File: config.mk
export PLATFORM = sky130hd
export DESIGN_NAME = imem_load_arbiter
export DESIGN_NICKNAME = d
export VERILOG_FILES = /design/src/rtl/imem_load_arbiter.sv
export SDC_FILE = /design/constraint.sdc
export NUM_CORES = 1
export LEC_CHECK = 0
export BUFFER_PORTS_ARGS = -buffer_cell sky130_fd_sc_hd__buf_2
export CAP_MARGIN = 30
export CELL_PAD_IN_SITES_DETAIL_PLACEMENT = 1
export CELL_PAD_IN_SITES_GLOBAL_PLACEMENT = 1
export CORE_MARGIN = 8
export CORE_UTILIZATION = 34
export CTS_CLUSTER_DIAMETER = 40
export DETAILED_ROUTE_END_ITERATION = 8
export PLACE_DENSITY_LB_ADDON = 0.15
export SETUP_SLACK_MARGIN = 0.3
export SYNTH_ARGS = -nofsm -noshare
export SYNTH_HDL_FRONTEND = slang
export SYNTH_SLANG_ARGS = --single-unit
export TNS_END_PERCENT = 10
File: constraint.sdc
create_clock -name clk -period 4 [get_ports clk]
set_input_delay 0.6 -clock clk [delete_from_list [all_inputs] [get_ports clk]]
set_output_delay 0.6 -clock clk [all_outputs]
set_load 0.03 [all_outputs]
File: src/rtl/imem_load_arbiter.sv
// Instruction memory port owner: CPU fetch in RUN, loader streaming writes in LOAD,
// and a one-cycle FLUSH that reports the load and restarts the CPU at PC 0.
module imem_load_arbiter #(
    parameter int AW        = 6,
    parameter int DW        = 16,
    parameter int BOOT_LOAD = 0
) (
    input  logic          clk,
    input  logic          rst_n,
    input  logic          fetch_req,
    input  logic [15:0]   fetch_addr,
    output logic          fetch_gnt,
    output logic          fetch_valid,
    output logic [DW-1:0] fetch_data,
    output logic          fetch_fault,
    output logic          cpu_hold,
    output logic          pc_restart,
    input  logic          ld_start,
    input  logic          ld_valid,
    input  logic [DW-1:0] ld_data,
    input  logic          ld_last,
    output logic          ld_ready,
    output logic          ld_done,
    output logic [AW:0]   load_count,
    output logic          mem_we,
    output logic [AW-1:0] mem_addr,
    output logic [DW-1:0] mem_wdata,
    input  logic [DW-1:0] mem_rdata
);

    typedef enum logic [1:0] {S_RUN, S_LOAD, S_FLUSH} state_e;

    localparam state_e RST_STATE = (BOOT_LOAD != 0) ? S_LOAD : S_RUN;
    localparam logic   RST_HOLD  = (BOOT_LOAD != 0);

    state_e        state_q, state_d;
    // One bit wider than the address so a full 2^AW-word load can be counted.
    logic [AW:0]   wr_ptr_q, wr_ptr_d;
    logic          fetch_valid_q, fetch_fault_q, cpu_hold_q;
    logic          pc_restart_q, ld_done_q;
    logic [DW-1:0] fetch_data_q;
    logic [AW:0]   load_count_q;
    logic          addr_fault;
    logic          enter_flush;

    assign addr_fault  = |fetch_addr[15:AW];
    assign enter_flush = (state_d == S_FLUSH);
    assign mem_wdata   = ld_data;

    always_comb begin
        state_d   = state_q;
        wr_ptr_d  = wr_ptr_q;
        fetch_gnt = 1'b0;
        ld_ready  = 1'b0;
        mem_we    = 1'b0;
        mem_addr  = fetch_addr[AW-1:0];
        case (state_q)
            S_RUN: begin
                fetch_gnt = fetch_req;
                if (ld_start) begin
                    state_d  = S_LOAD;
                    wr_ptr_d = '0;
                end
            end
            S_LOAD: begin
                mem_addr = wr_ptr_q[AW-1:0];
                ld_ready = !ld_start;
                if (ld_start) begin
                    wr_ptr_d = '0;
                end else if (ld_valid) begin
                    mem_we   = 1'b1;
                    wr_ptr_d = wr_ptr_q + 1'b1;
                    // Last word either flagged by the loader or forced by a full memory.
                    if (ld_last || (&wr_ptr_q[AW-1:0]))
                        state_d = S_FLUSH;
                end
            end
            S_FLUSH: begin
                mem_addr = wr_ptr_q[AW-1:0];
                state_d  = S_RUN;
            end
            default: state_d = RST_STATE;
        endcase
    end

    always_ff @(posedge clk or negedge rst_n) begin
        if (!rst_n) begin
            state_q       <= RST_STATE;
            wr_ptr_q      <= '0;
            fetch_valid_q <= 1'b0;
            fetch_fault_q <= 1'b0;
            fetch_data_q  <= '0;
            cpu_hold_q    <= RST_HOLD;
            pc_restart_q  <= 1'b0;
            ld_done_q     <= 1'b0;
            load_count_q  <= '0;
        end else begin
            state_q       <= state_d;
            wr_ptr_q      <= wr_ptr_d;
            fetch_valid_q <= fetch_gnt;
            fetch_fault_q <= fetch_gnt & addr_fault;
            if (fetch_gnt)
                fetch_data_q <= addr_fault ? '0 : mem_rdata;
            cpu_hold_q    <= (state_d != S_RUN);
            pc_restart_q  <= enter_flush;
            ld_done_q     <= enter_flush;
            if (enter_flush)
                load_count_q <= wr_ptr_d;
        end
    end

    assign fetch_valid = fetch_valid_q;
    assign fetch_fault = fetch_fault_q;
    assign fetch_data  = fetch_data_q;
    assign cpu_hold    = cpu_hold_q;
    assign pc_restart  = pc_restart_q;
    assign ld_done     = ld_done_q;
    assign load_count  = load_count_q;

endmodule

==> results_dict.tcl <==
set metrics [dict create \
    grt_start_max_net_pins 37 \
    nets 272 \
    antenna_found_initial 0 \
    p_leak_uw 0.00115 \
    required_ns 3.40 \
    yosysMostFrequentCell "dfrtp_1" \
    r2r_start "state_q[0]" \
    outcome "finished, final reports clean" \
    grt_pass1_wl_um 8290 \
    cts_tree "done" \
    syn_area_per_cell_sq_um 11.2 \
    postCtsHoldBufs 0 \
    diodes 0 \
    ys_ff_latch 36 \
    async_reset_ff_share_pct 100 \
    dpl.hpwl_um 4070 \
    clk_path_buf_depth 2 \
    synth_top_cell_by_area "dfrtp_1" \
    synth_seq_area_share_pct 50.7 \
    synth_area_leaders "dfrtp_1 51%, mux2_2 8.2%, a22o_1 7.9%" \
    die_h_um 88.3 \
    cts_setup_buffers 0 \
    crit_arrival_ns 2.18 \
    place.gp.congestion 0.845 \
    core-area_sq_um 5070 \
    power_density_nw_per_um2 633 \
    period_share_pct 69.5 \
    post_drt_wl_per_cell_um 18.0 \
    clockRootBuffer "clkbuf_8" \
    final_layout_size_suffix_gt1_share_pct 45.4 \
    synth_edf_count 0 \
    setup_violations 0 \
    grt-ovfl-total 0 \
    synth_ff_type "dfrtp_1" \
    hold_class "input pin to asynchronous set/reset pin" \
    drcViolationCount 0 \
    ir_worst_vdd_v 0.000235 \
    ys_types 36 \
    start_util_pct 35.0 \
    cp-end-kind "output port" \
    crit_path_start "state_q[0]" \
    maxSlewHeadroom_pct 47.3 \
    die_area_sq_um 7800 \
    ys_top_cells_by_count "36 x dfrtp_1, 18 x buf_4, 16 x a22o_1" \
    start_kind "flip-flop" \
    clock_latency_ns 0.28 \
    syn_nets 215 \
    rsz0062_at_grt "no" \
    path_clk_slew_ns 0.07 \
    p_total_uw 1390 \
    drt_iter0_drc 40 \
    wl_um 5150 \
    yosys_warnings 0 \
    grt_usage_pct 13.8 \
    grt_pass1_vias 1682 \
    crit_end "fetch_gnt" \
    final-max-slew-violation-count 0 \
    ios 107 \
    row_count 26 \
    path_class "flip-flop to output port" \
    cts.sinks 36 \
    fp.dieW_um 88.3 \
    r2r-end "fetch_data[15]" \
    tightest_slew_ns 0.791 \
    ff2ff_path_depth 5 \
    ant_nets 0 \
    yosys.area.top_type_share_pct 50.7 \
    cp_max_fo 19 \
    cts.repair.resized 0 \
    route.vias.total 1438 \
    viasPerCell 5.03 \
    syn-cell-area_sq_um 1780 \
    fillCellCount 615 \
    max_freq_ghz 0.360 \
    numCtsBuffers 5 \
    timing.final.crit_period_ns 2.78 \
    syn_inst 158 \
    area_delta_synth_final_pct 23.4 \
    regToRegSetupSlack_ns 1.53 \
    maxCapViolCount 0 \
    setup_tns_ns 0 \
    worst_clock_skew_ns 0.00409 \
    portBuffers 74 \
    first_pass_iters 4 \
    hold_violations 0 \
    cts_max_level 2 \
]
placed cells by master (no fill, tap or decap), types with 2 or more instances in the layout:
| master | Yosys | final |
|---|---|---|
| buf_2 | 3 | 74 |
| nand4_1 | 2 | 2 |
| o21ai_0 | 4 | 4 |
| a22o_1 | 16 | 16 |
| o31ai_1 | 2 | 2 |
| nand2_1 | 12 | 12 |
| nor2_1 | 5 | 5 |
| a21oi_1 | 4 | 4 |
| ha_1 | 3 | 3 |
| nand3_1 | 4 | 4 |
| nor3b_1 | 2 | 2 |
| dfrtp_1 | 36 | 36 |
| a31oi_1 | 4 | 4 |
| nor4_1 | 4 | 4 |
| clkbuf_8 | 0 | 7 |
| inv_1 | 6 | 6 |
| mux2_2 | 13 | 13 |
per-layer routing:
layer  track usage (%)  share of wire, %  routed length (um)
met1              15.5                40                2060
met3              5.57               8.7                 450
met2              22.5                49                2530
met5                 0                 0                   0
met4              5.99               2.0                 104
how the worst min path moves through the flow:
stage / from / endpoint / slack (ns) / cells past startpoint
floorplan: rst_n / cpu_hold / 0.30 / 0
global placement: load_count[4] / load_count[4] / 0.49 / 1
detailed placement: fetch_data[11] / fetch_data[11] / 0.49 / 1
CTS: rst_n / fetch_fault / 0.42 / 1
global route: rst_n / fetch_fault / 0.47 / 1
finish: rst_n / fetch_fault / 0.40 / 1
registers in the layout, indices dropped and copies added (netlist names):
signal,flops
fetch_data,16
load_count,7
wr_ptr_q,7
state_q,2
cpu_hold,1
fetch_fault,1
fetch_valid,1
ld_done,1
logic make-up after synthesis:
logic type | synth area share (%)
DFF | 50.7
and+or+nand+nor | 12.0
AOI/OAI and AO/OA | 16.1
buffers and inverters | 10.8
adders and majority gates | 2.11
muxes | 8.24
cell type report:
| class | instances | area [sq um] | share of cell area (%) |
|---|---|---|---|
| clock buffer | 7 | 96.3 | 4.39 |
| sequential | 36 | 901 | 41.1 |
| multi-input combinational | 92 | 684 | 31.2 |
| inverter | 6 | 22.5 | 1.03 |
| clock inverter | 1 | 30.0 | 1.37 |
| tap | 70 | 87.6 | 4.00 |
| timing repair buffer | 74 | 370 | 16.9 |
stage by stage:
| step | utilization, % | std cells | cell area (sq um) | hold slack [ns] | setup WS (ns) |
|---|---|---|---|---|---|
| after global routing | 43.2 | 286 | 2190 | 0.473 | 1.04 |
| after global placement | 40.7 | 278 | 2070 | 0.487 | 1.64 |
| after detailed placement | 40.7 | 278 | 2070 | 0.487 | 1.53 |
| after floorplan | - | 158 | 1780 | 0.304 | 1.83 |
| after CTS | 43.2 | 286 | 2190 | 0.421 | 1.19 |
| final | 43.2 | 286 | 2190 | 0.399 | 1.22 |
where the power goes:
| group | switching, uW | internal (uW) |
|---|---|---|
| combinational | 397 | 190 |
| sequential | 41.9 | 413 |
| clock | 125 | 220 |
| total | 564 | 823 |
worst max-delay path, cell delays in order, from the launching register on:
cell     delay (ns)
dfrtp_1        0.45
inv_1          0.11
ha_1           0.43
nand2_1        0.50
inv_1          0.18
buf_2          0.22
Note: power is estimated with default switching activity, not from simulation.
